===== config.mk =====
export PLATFORM = sky130hd
export DESIGN_NAME = irq_ctrl
export DESIGN_NICKNAME = d
export VERILOG_FILES = /design/src/rtl/irq_ctrl.sv
export SDC_FILE = /design/constraint.sdc
export NUM_CORES = 1
export LEC_CHECK = 0
export BUFFER_PORTS_ARGS = -buffer_cell sky130_fd_sc_hd__buf_2
export CAP_MARGIN = 0
export CORE_MARGIN = 10
export CORE_UTILIZATION = 45
export DETAILED_ROUTE_END_ITERATION = 12
export PLACE_DENSITY = 0.75
export REMOVE_ABC_BUFFERS = 1
export SYNTH_ARGS = -nofsm -noshare
export SYNTH_HDL_FRONTEND = slang
export SYNTH_SLANG_ARGS = --single-unit

===== constraint.sdc =====
create_clock -name clk -period 1.4 [get_ports clk]
set_clock_uncertainty 0.15 [all_clocks]
set_input_delay 0.35 -clock clk [delete_from_list [all_inputs] [get_ports clk]]
set_output_delay 0.35 -clock clk [all_outputs]
set_load 0.05 [all_outputs]

===== src/rtl/irq_ctrl.sv =====
// Interrupt request controller: synchronises external lines, latches rising edges,
// masks and prioritises them, and presents one request at a time to the core.
module irq_ctrl #(
    parameter int N_SRC       = 4,
    parameter int SYNC_STAGES = 2,
    parameter int HOLDOFF_CYC = 2
) (
    input  logic             clk,
    input  logic             rst,
    input  logic [N_SRC-1:0] src_in,
    input  logic             mask_we,
    input  logic [N_SRC-1:0] mask_wdata,
    output logic [N_SRC-1:0] mask,
    output logic             interrupter,
    output logic [3:0]       irq_id,
    input  logic             irq_ack,
    output logic [N_SRC-1:0] pending
);

    localparam int CW = $clog2(HOLDOFF_CYC + 1);

    typedef enum logic [1:0] {
        IDLE = 2'd0,
        REQ  = 2'd1,
        HOLD = 2'd2
    } state_t;

    logic [N_SRC-1:0] sync_r [SYNC_STAGES];
    logic [N_SRC-1:0] prev_r;
    logic [N_SRC-1:0] sync_s;
    logic [N_SRC-1:0] rise_s;
    logic [N_SRC-1:0] elig_s;
    logic [N_SRC-1:0] clr_s;
    logic [N_SRC-1:0] pending_s;
    state_t           state_r;
    state_t           state_s;
    logic [CW-1:0]    cnt_r;
    logic [CW-1:0]    cnt_s;
    logic [3:0]       irq_id_s;
    logic             int_s;

    // Fixed priority: lowest set index wins, zero-extended to 4 bits.
    function automatic logic [3:0] prio_enc(input logic [N_SRC-1:0] v);
        logic [3:0] idx;
        idx = 4'd0;
        for (int i = N_SRC - 1; i >= 0; i--) begin
            if (v[i]) begin
                idx = 4'(i);
            end else begin
                idx = idx;
            end
        end
        return idx;
    endfunction

    function automatic logic [N_SRC-1:0] onehot(input logic [3:0] idx);
        logic [N_SRC-1:0] one;
        one = {{(N_SRC-1){1'b0}}, 1'b1};
        return one << idx;
    endfunction

    assign sync_s = sync_r[SYNC_STAGES-1];
    assign rise_s = sync_s & ~prev_r;
    assign elig_s = pending & mask;

    // Synchroniser chain and edge-detect history.
    always_ff @(posedge clk or negedge rst) begin
        if (!rst) begin
            for (int i = 0; i < SYNC_STAGES; i++) begin
                sync_r[i] <= '0;
            end
            prev_r <= '0;
        end else begin
            sync_r[0] <= src_in;
            for (int i = 1; i < SYNC_STAGES; i++) begin
                sync_r[i] <= sync_r[i-1];
            end
            prev_r <= sync_s;
        end
    end

    // Next-state, id capture, holdoff count and pending-clear selection.
    always_comb begin
        state_s  = state_r;
        cnt_s    = cnt_r;
        irq_id_s = irq_id;
        clr_s    = '0;
        int_s    = 1'b0;
        case (state_r)
            IDLE: begin
                if (|elig_s) begin
                    state_s  = REQ;
                    irq_id_s = prio_enc(elig_s);
                    int_s    = 1'b1;
                end else begin
                    state_s = IDLE;
                end
            end
            REQ: begin
                // Held until acked even if its mask bit is cleared meanwhile.
                if (irq_ack) begin
                    clr_s   = onehot(irq_id);
                    cnt_s   = CW'(HOLDOFF_CYC);
                    state_s = HOLD;
                    int_s   = 1'b0;
                end else begin
                    state_s = REQ;
                    int_s   = 1'b1;
                end
            end
            HOLD: begin
                if (cnt_r <= CW'(1)) begin
                    cnt_s   = '0;
                    state_s = IDLE;
                end else begin
                    cnt_s   = cnt_r - CW'(1);
                    state_s = HOLD;
                end
            end
            default: begin
                state_s = IDLE;
                cnt_s   = '0;
            end
        endcase
    end

    // A new edge in the ack cycle wins over the clear of the same bit.
    assign pending_s = (pending & ~clr_s) | rise_s;

    // FSM, counter and registered request outputs.
    always_ff @(posedge clk or negedge rst) begin
        if (!rst) begin
            state_r     <= IDLE;
            cnt_r       <= '0;
            irq_id      <= 4'd0;
            interrupter <= 1'b0;
        end else begin
            state_r     <= state_s;
            cnt_r       <= cnt_s;
            irq_id      <= irq_id_s;
            interrupter <= int_s;
        end
    end

    // Pending latch and software mask register.
    always_ff @(posedge clk or negedge rst) begin
        if (!rst) begin
            pending <= '0;
            mask    <= '0;
        end else begin
            pending <= pending_s;
            if (mask_we) begin
                mask <= mask_wdata;
            end else begin
                mask <= mask;
            end
        end
    end

endmodule


==> metrics, run 1 <==
DR DRC count 0; final setup violation count 9; commonest cells after routing, fill and taps aside dfrtp_1 (27), buf_4 (14), buf_6 (12), buf_2 (11), o21ai_1 (8); Final WS setup -0.155 ns; initial DRC count 23; syn avg cell area 12.8 sq um; final cell count without fillers 152; first-pass GRT wire length 3.71 mm; CP peak stage delay 0.39 ns; CTS tree built; maxcap violations 0; share of layout cells above drive strength 1 42.7%; Worst setup SP type flip-flop; Worst Hold End mask[1]; Final min period 1.55 ns; antenna violations before repair 0; CP cell instances inv_2, ha_2, nor2b_4, a311o_1, a32o_1; gpl congestion 0.746; Slew Viols, Final 0; vias in the first global route 855; Overall Power 3.09 mW; DR WL/cell 15.6 um; clk root buf clkbuf_4; post-detail-place hpwl 1.53 mm; failing checks negative setup slack; clock buffer depth 2; Final Hold Viols 0; initial cell density of the core 46.8%; FF-to-FF Start state_r[1]; Final Cycle Share 111%; Final #Nets 141; static leakage 0.689 nW; largest net degree at the start of global routing 28; R2R setup slack -0.15 ns; flops & latches, synth 27; most common cell after layout, fill and taps aside dfrtp_1; Worst R2R End cnt_r[1]; RSZ-0062 raised after global routing true; status finished with violations; Slew HR 61.6%; gr ovfl total 0; CTS H-tree depth 1; Hold Path Class in -> reg; Port Buffers 22; P per Cell Area 2140 nW/um^2; sequential share of the synthesized area 65.9%; vias 774; Die Span Y 67.8 um; worst slack at placement -0.260 ns; clock sinks 27; router iterations before antenna repair 4; Arrival @ worst endpoint 1.62 ns; Clock power frac 11.1%; CP endpoint kind flip-flop; # IOs 25; Worst Hold Margin 0.0928 ns; net load switching power 1.30 mW; WL final 2.37 mm; Post-Syn Instances 80; # rows 17; Critical-path top delay cell dfrtp_1; Seq pwr share 34.5%; Reg clk slew, reported paths 0.15 ns; core area 2190 sq um; R2R depth 5; routed vias/inst 5.09; Achievable Freq 643 MHz; Comb power frac 54.4%; Skew-Pair Late Insertion Delay 0.32 ns; Slew @ Worst Pin 0.576 ns; crit path max fanout 3; WHS Path Cells 2; ant diodes 0; library cells used by synthesis 24; mapped cell area 1030 sq um; placed cell count 132; Detail Route Antenna Nets 0; Total GRT Usage 10.8%; area grow syn2layout 41.1%; critical path class reg -> reg; Peak supply drop 1.32 mV; switching share of total power 42.0%; hold path startpoint mask_wdata[1]; internal power 1.79 mW; synth warn 0; fin util 66.1%; Die Area 4590 sq um; WP data required 1.47 ns; Die Width 67.8 um; CTS buffer count 3
timing repair:
| action | CTS | global route |
|---|---|---|
| pin swaps | 1 | 5 |
| buffers inserted | 11 | 0 |
| hold endpoints to repair | 31 | 0 |
| hold buffers | 5 | 0 |
| endpoints found under the setup margin | 17 | 20 |
| resized for setup | 31 | 3 |
final cells by class:
class                      count  area [sq um]
clock buffer                   3          22.5
tap                           28          35.0
inverter                       7          26.3
timing repair buffer          42           345
fill                         154           743
multi-input combinational     44           334
clock inverter                 1          8.76
sequential                    27           676
metal layers:
metal  up-vias  global-route usage (%)  wire [um]
met2        21                    20.9       1320
li1        357                       -          -
met1       392                    9.60        871
met3         4                    3.97        139
met4         0                    4.62         40
met5         -                       0          0
synthesized netlist by cell type (all sizes together):
cell type | n | area share, %
a22o | 2 | 1.7
a31oi | 1 | 0.61
nand3 | 4 | 2.0
o21ai | 10 | 4.9
buf | 2 | 1.5
conb | 1 | 0.37
or4 | 1 | 0.73
inv | 7 | 2.6
a22oi | 1 | 0.73
clkbuf | 1 | 0.49
a21boi | 1 | 0.73
a31o | 1 | 0.85
nand2b | 1 | 0.61
mux2 | 4 | 4.4
a311o | 1 | 0.98
nor2b | 1 | 1.3
nand2 | 4 | 1.5
nand3b | 1 | 0.73
dfrtp | 27 | 66
ha | 4 | 4.9
a32o | 1 | 0.98
nor2 | 2 | 0.73
a21oi | 2 | 0.98
state kept, by name, summed over array words and instances (netlist names):
register	cells
sync_s	4
interrupter	1
state_r	2
cnt_r	2
pending	4
sync_r	4
irq_id	2
prev_r	4
mask	4
cells by family (layout without fill, tap and decap cells):
group | Yosys count | in the layout | share of synthesized area (%)
flip-flops | 27 | 27 | 65.9
AO/OA/AOI/OAI | 20 | 20 | 12.4
AND/OR/NAND/NOR | 14 | 14 | 7.56
buffers and inverters | 10 | 53 | 4.51
adder cells (fa/ha/maj) | 4 | 4 | 4.88
multiplexers | 4 | 4 | 4.39
other | 1 | 2 | 0.366
power groups by stage:
stage | clock [mW] | combinational (mW) | sequential [mW]
2_1_floorplan | 0 | 0.446 | 1.45
3_3_place_gp | 0 | 1.12 | 1.09
3_5_place_dp | 0 | 1.18 | 1.10
4_1_cts | 0.360 | 1.61 | 1.06
5_1_grt | 0.391 | 1.80 | 1.08
6_report | 0.344 | 1.68 | 1.07
critical path, delay by kind of cell, from the launching register on:
kind | cells | cell delay (ns)
compound gates | 2 | 0.53
flops | 1 | 0.39
fa+ha+maj | 1 | 0.19
simple gates | 1 | 0.13
buf+inv | 1 | 0.07
stage by stage:
stage               setup TNS (ns)  cell area, sq um
floorplan                   -0.219              1010
global placement            -0.211              1180
detailed placement          -0.521              1180
CTS                         -0.406              1440
global route                 -1.05              1450
finish                      -0.361              1450
how the worst max path moves through the flow:
stage          startpoint  endpoint  slack (ns)  depth (start not counted)
6_report       state_r[1]  cnt_r[1]       -0.15                          5
4_1_cts        state_r[0]  cnt_r[1]       -0.14                          4
2_1_floorplan  state_r[0]  cnt_r[1]       -0.13                          4
3_3_place_gp   state_r[0]  cnt_r[1]       -0.14                          4
5_1_grt        state_r[0]  cnt_r[0]       -0.18                          5
3_5_place_dp   state_r[0]  cnt_r[1]       -0.26                          4
Power figures use the tool's default switching activity.
==> inputs of run 2 (changes only) <==
--- a/config.mk
+++ b/config.mk
@@ -7,8 +7,10 @@
 export LEC_CHECK = 0
 export BUFFER_PORTS_ARGS = -buffer_cell sky130_fd_sc_hd__buf_2
 export CAP_MARGIN = 0
+export CELL_PAD_IN_SITES_DETAIL_PLACEMENT = 1
+export CELL_PAD_IN_SITES_GLOBAL_PLACEMENT = 2
 export CORE_MARGIN = 10
-export CORE_UTILIZATION = 45
+export CORE_UTILIZATION = 30
 export DETAILED_ROUTE_END_ITERATION = 12
 export PLACE_DENSITY = 0.75
 export REMOVE_ABC_BUFFERS = 1
==> constraint.sdc (replaced) <==
create_clock -name clk -period 1.35 [get_ports clk]
set_clock_uncertainty 0.15 [all_clocks]
set_input_delay 0.3375 -clock clk [delete_from_list [all_inputs] [get_ports clk]]
set_output_delay 0.3375 -clock clk [all_outputs]
set_load 0.05 [all_outputs]
==> run 2 against run 1 <==
The run still ends with negative setup slack left. Sequential power increased by 4%. Sequential share of layout area decreased by 2.5 points. First-iteration DRC count decreased by 26%. Critical path depth decreased by 1. Non-clock buffer count increased by 1. Critical endpoint unchanged.
==> metrics, run 2 (synthesis results as in run 1) <==
gr ovfl total 0 (unchanged); CP peak stage delay 0.44 ns (was 0.39 ns); clock sinks 27 (unchanged); Arrival @ worst endpoint 1.60 ns (was 1.62 ns); Worst Hold End mask[1] (unchanged); CP cell instances ha_2, nor2b_4, a311o_1, a32o_1 (was inv_2, ha_2, nor2b_4, a311o_1, a32o_1); Comb power frac 55.5% (was 54.4%); core area 3310 sq um (was 2190 sq um); Final WS setup -0.160 ns (was -0.155 ns); gpl congestion 0.698 (was 0.746); internal power 1.90 mW (was 1.79 mW); initial DRC count 17 (was 23); worst slack at placement -0.235 ns (was -0.260 ns); Detail Route Antenna Nets 0 (unchanged); maxcap violations 0 (unchanged); crit path max fanout 3 (unchanged); DR DRC count 0 (unchanged); Die Span Y 78.5 um (was 67.8 um); final setup violation count 15 (was 9); Die Width 78.5 um (was 67.8 um); Final #Nets 142 (was 141); net load switching power 1.38 mW (was 1.30 mW); Worst R2R End cnt_r[1] (unchanged); Achievable Freq 662 MHz (was 643 MHz); status finished with violations (unchanged); vias 759 (was 774); Critical-path top delay cell dfrtp_1 (unchanged); R2R depth 4 (was 5); Port Buffers 22 (unchanged); area grow syn2layout 49.1% (was 41.1%); Worst setup SP type flip-flop (unchanged); first-pass GRT wire length 4.49 mm (was 3.71 mm); placed cell count 151 (was 132); Total GRT Usage 9.15% (was 10.8%); final cell count without fillers 171 (was 152); WP data required 1.44 ns (was 1.47 ns); # IOs 25 (unchanged); vias in the first global route 913 (was 855); share of layout cells above drive strength 1 48.8% (was 42.7%); CTS buffer count 3 (unchanged); Hold Path Class in -> reg (unchanged); router iterations before antenna repair 3 (was 4); Slew Viols, Final 0 (unchanged); FF-to-FF Start state_r[0] (was state_r[1]); Peak supply drop 0.862 mV (was 1.32 mV); commonest cells after routing, fill and taps aside dfrtp_1 (27), buf_6 (15), buf_2 (11), buf_4 (11), o21ai_1 (6) (was dfrtp_1 (27), buf_4 (14), buf_6 (12), buf_2 (11), o21ai_1 (8)); initial cell density of the core 31.0% (was 46.8%); WL final 2.62 mm (was 2.37 mm); P per Cell Area 2150 nW/um^2 (was 2140 nW/um^2); Die Area 6160 sq um (was 4590 sq um); Seq pwr share 33.8% (was 34.5%); Skew-Pair Late Insertion Delay 0.33 ns (was 0.32 ns); critical path's top delay family compound AO/OA/AOI/OAI gates (unchanged); antenna violations before repair 0 (unchanged); post-detail-place hpwl 1.71 mm (was 1.53 mm); static leakage 0.712 nW (was 0.689 nW); largest net degree at the start of global routing 28 (unchanged); Clock power frac 10.7% (was 11.1%); CP endpoint kind flip-flop (unchanged); Crit path buffers/inverters 0 (was 1); WHS Path Cells 2 (unchanged); Final min period 1.51 ns (was 1.55 ns); routed vias/inst 4.44 (was 5.09); # rows 21 (was 17); RSZ-0062 raised after global routing true (unchanged); fin util 46.2% (was 66.1%); DR WL/cell 15.3 um (was 15.6 um); fill count 364 (was 154); clk root buf clkbuf_4 (unchanged); switching share of total power 42.1% (was 42.0%); most common cell after layout, fill and taps aside dfrtp_1 (unchanged); CTS tree built (unchanged); Reg clk slew, reported paths 0.15 ns (about the same); Final Cycle Share 112% (was 111%); hold path startpoint mask_wdata[1] (unchanged); ant diodes 0 (unchanged); R2R setup slack -0.16 ns (was -0.15 ns); CTS H-tree depth 1 (unchanged); Final Hold Viols 0 (unchanged); critical path class reg -> reg (unchanged); clock buffer depth 2 (unchanged); failing checks negative setup slack (unchanged)
-- run 2: cell count changes in the layout (fill, tap and decap cells not counted), moves of 2 or more --
cell,before,now
buf_6,12,15
o21ai_2,0,3
nand2_1,4,2
o21ai_1,8,6
buf_4,14,11
-- run 2: worst max path at each step --
stage / from / end / slack [ns] / cells after the start
2_1_floorplan: state_r[0] / cnt_r[1] / -0.18 / 4
3_3_place_gp: state_r[0] / cnt_r[1] / -0.19 / 4
3_5_place_dp: state_r[0] / cnt_r[1] / -0.24 / 4
4_1_cts: state_r[1] / cnt_r[1] / -0.17 / 5
5_1_grt: state_r[0] / cnt_r[0] / -0.22 / 5
6_report: state_r[0] / cnt_r[1] / -0.16 / 4
-- run 2: layout make-up --
| class | count | area (sq um) | area share, % |
|---|---|---|---|
| sequential | 27 | 676 | 44.2 |
| timing repair buffer | 43 | 377 | 24.6 |
| multi-input combinational | 44 | 367 | 24.0 |
| tap | 46 | 57.6 | 3.76 |
| inverter | 7 | 26.3 | 1.72 |
| clock buffer | 3 | 22.5 | 1.47 |
| clock inverter | 1 | 5.00 | 0.327 |
-- run 2: power by group through the flow --
stage / Combinational [mW] / Clock, mW / Sequential (mW)
4_1_cts: 1.63 / 0.365 / 1.11
3_3_place_gp: 1.19 / 0 / 1.14
6_report: 1.83 / 0.351 / 1.11
2_1_floorplan: 0.462 / 0 / 1.50
3_5_place_dp: 1.23 / 0 / 1.15
5_1_grt: 1.96 / 0.400 / 1.13
-- run 2: per-stage QoR --
stage / hold slack, ns / instance area, sq um / TNS [ns] / power [mW]
after floorplan: -0.108 / 1010 / -0.319 / 1.96
after global placement: 0.141 / 1230 / -0.345 / 2.33
after detailed placement: 0.150 / 1230 / -0.640 / 2.38
after CTS: 0.0707 / 1460 / -1.19 / 3.11
after global routing: 0.0633 / 1530 / -2.00 / 3.50
final: 0.0757 / 1530 / -1.02 / 3.29
-- run 2: metal layers --
metal  routed length (um)  vias to the layer above  GRT usage [%]  part of all wire [%]
li1                     -                      361              -                     -
met1                  975                      381           9.06                    37
met2                 1500                       13           17.0                    57
met3                   97                        4           2.05                   3.7
met4                   46                        0           5.38                   1.8
met5                    0                        -              0                     0
-- run 2: what timing repair did --
item,in CTS,in global routing
gates resized for setup,29,17
setup buffers,10,2
endpoints found under the hold margin,31,0
endpoints found under the setup margin,20,20
hold buffers,5,0
pin swaps,1,6
==> inputs of run 3 (changes only) <==
--- a/config.mk
+++ b/config.mk
@@ -12,7 +12,8 @@
 export CORE_MARGIN = 10
 export CORE_UTILIZATION = 30
 export DETAILED_ROUTE_END_ITERATION = 12
-export PLACE_DENSITY = 0.75
+export PLACE_DENSITY = 0.82
+export RECOVER_POWER = 50
 export REMOVE_ABC_BUFFERS = 1
 export SYNTH_ARGS = -nofsm -noshare
 export SYNTH_HDL_FRONTEND = slang
==> run 3 against run 2 <==
The run still ends with negative setup slack left. First-iteration DRC count decreased by 41%. Critical path depth rose by 1. Power grew 3.8%. Combinational power increased by 6%. Setup slack got worse by 0.026 ns. Cell count up 1.2%. Sequential share of layout area is 1.2 points lower. Highest routed layer unchanged. Non-clock buffer count rose by 2. Fmax is 1.7% lower. Die area unchanged. Final area is 2.9% higher.
==> metrics, run 3 (synthesis results as in run 1) <==
internal power 1.99 mW (was 1.90 mW); Die Area 6160 sq um (unchanged); Clock power frac 9.9% (was 10.7%); Critical-path top delay cell dfrtp_2 (was dfrtp_1); RSZ-0062 raised after global routing true (unchanged); Final Cycle Share 114% (was 112%); Hold Path Class in -> reg (unchanged); clk root buf clkbuf_4 (unchanged); DR DRC count 0 (unchanged); switching share of total power 41.8% (was 42.1%); Crit path buffers/inverters 1 (was 0); FF-to-FF Start state_r[0] (unchanged); Comb power frac 56.9% (was 55.5%); WL final 2.62 mm (about the same); clock sinks 27 (unchanged); Total GRT Usage 8.71% (was 9.15%); CP cell instances inv_4, ha_4, nand3_2, or4_1, nand2_1 (was ha_2, nor2b_4, a311o_1, a32o_1); Final min period 1.54 ns (was 1.51 ns); DR WL/cell 15.1 um (was 15.3 um); initial DRC count 10 (was 17); cell area after layout 1580 sq um (was 1530 sq um); core area 3310 sq um (unchanged); routed vias/inst 4.45 (was 4.44); largest net degree at the start of global routing 16 (was 28); Slew HR 51.6%; status finished with violations (unchanged); Worst setup startpoint state_r[0] (unchanged); router iterations before antenna repair 3 (unchanged); critical path class reg -> reg (unchanged); Slew @ Worst Pin 0.726 ns; first-pass GRT wire length 4.41 mm (was 4.49 mm); gr ovfl total 0 (unchanged); CTS buffer count 3 (unchanged); final setup violation count 15 (unchanged); Arrival @ worst endpoint 1.65 ns (was 1.60 ns); Overall Power 3.42 mW (was 3.29 mW); static leakage 0.724 nW (was 0.712 nW); TNS Setup -0.853 ns (was -1.02 ns); Die Width 78.5 um (unchanged); initial cell density of the core 31.0% (unchanged); most common cell after layout, fill and taps aside dfrtp_1 (unchanged); CP endpoint kind flip-flop (unchanged); Final WS setup -0.186 ns (was -0.160 ns); share of layout cells above drive strength 1 50.4% (was 48.8%); Peak supply drop 0.747 mV (was 0.862 mV); ant diodes 0 (unchanged); vias 770 (was 759); gpl congestion 0.754 (was 0.698); commonest cells after routing, fill and taps aside dfrtp_1 (26), buf_6 (14), buf_4 (14), buf_2 (10), o21ai_1 (6) (was dfrtp_1 (27), buf_6 (15), buf_2 (11), buf_4 (11), o21ai_1 (6)); CTS H-tree depth 1 (unchanged); P per Cell Area 2170 nW/um^2 (was 2150 nW/um^2); failing checks negative setup slack (unchanged); area grow syn2layout 53.5% (was 49.1%); Seq pwr share 33.2% (was 33.8%); antenna violations before repair 0 (unchanged); Slew Viols, Final 0 (unchanged); post-detail-place hpwl 1.90 mm (was 1.71 mm); CTS tree built (unchanged); hold path startpoint mask_wdata[1] (unchanged); Port Buffers 22 (unchanged); Skew-Pair Late Insertion Delay 0.31 ns (was 0.33 ns); maxcap violations 0 (unchanged); critical path's top delay family simple AND/OR/NAND/NOR gates (was compound AO/OA/AOI/OAI gates); WP data required 1.46 ns (was 1.44 ns); crit path max fanout 3 (unchanged); Detail Route Antenna Nets 0 (unchanged); Die Span Y 78.5 um (unchanged); # IOs 25 (unchanged); vias in the first global route 884 (was 913); Final #Nets 144 (was 142); clock buffer depth 2 (unchanged); CP peak stage delay 0.45 ns (was 0.44 ns); Placed Area 1230 sq um (about the same); Reg clk slew, reported paths 0.14 ns (was 0.15 ns); Achievable Freq 651 MHz (was 662 MHz); Worst setup SP type flip-flop (unchanged); Final Hold Viols 0 (unchanged); net load switching power 1.43 mW (was 1.38 mW); # rows 21 (unchanged)
run 3: changes by cell type in the layout (fill, tap and decap cells not counted), moves of 2 or more:
cell	change
ha_4	+2
buf_4	+3
ha_2	-2
clkbuf_1	+2
run 3: timing repair:
item,CTS,global route
hold buffers,5,0
setup endpoints to repair,21,20
resized for setup,31,21
buffers inserted,10,2
pin swaps,4,6
hold endpoints to repair,31,0
run 3: power groups by stage:
| stage | Clock (mW) | Sequential [mW] | Combinational, mW |
|---|---|---|---|
| 2_1_floorplan | 0 | 1.50 | 0.462 |
| 3_3_place_gp | 0 | 1.13 | 1.23 |
| 3_5_place_dp | 0 | 1.15 | 1.28 |
| 4_1_cts | 0.363 | 1.11 | 1.70 |
| 5_1_grt | 0.393 | 1.16 | 2.10 |
| 6_report | 0.338 | 1.13 | 1.94 |
run 3: area by class of cell:
cell class / instances / area (sq um)
multi-input combinational: 44 / 399
fill: 370 / 1740
tap: 46 / 57.6
clock buffer: 4 / 26.3
sequential: 27 / 677
timing repair buffer: 45 / 387
inverter: 7 / 28.8
run 3: worst paths after layout:
path	to	slack [ns]	depth (start not counted)
max reg2reg	cnt_r[0]	-0.19	5
max in group asynchronous	state_r[0]	0.09	3
min	mask[1]	0.1	2
min reg2reg	sync_s[2]	0.23	0
max	cnt_r[0]	-0.19	5
min in group asynchronous	sync_r[7]	0.42	2
run 3: layer usage:
metal	global-route usage, %	routed length (um)	up-vias
met5	0	0	-
met4	2.15	25	0
met3	2.05	94	2
met2	16.4	1490	14
met1	9.47	1010	388
li1	-	-	366
run 3: worst reg2reg max path: cells and delay by family, from the launching register on:
family	cells	cell delay, ns
AND/OR/NAND/NOR	3	0.55
adder cells (fa/ha/maj)	1	0.27
buffers and inverters	1	0.06
flip-flops	1	0.45
run 3: stage by stage:
stage,utilization (%),instances,hold slack [ns],setup WS (ns)
final,47.6,173,0.0959,-0.186
after global placement,37.3,152,0.0863,-0.185
after floorplan,-,78,-0.108,-0.177
after global routing,47.6,173,0.0738,-0.245
after CTS,44.6,171,0.0802,-0.211
after detailed placement,37.3,152,0.0911,-0.283
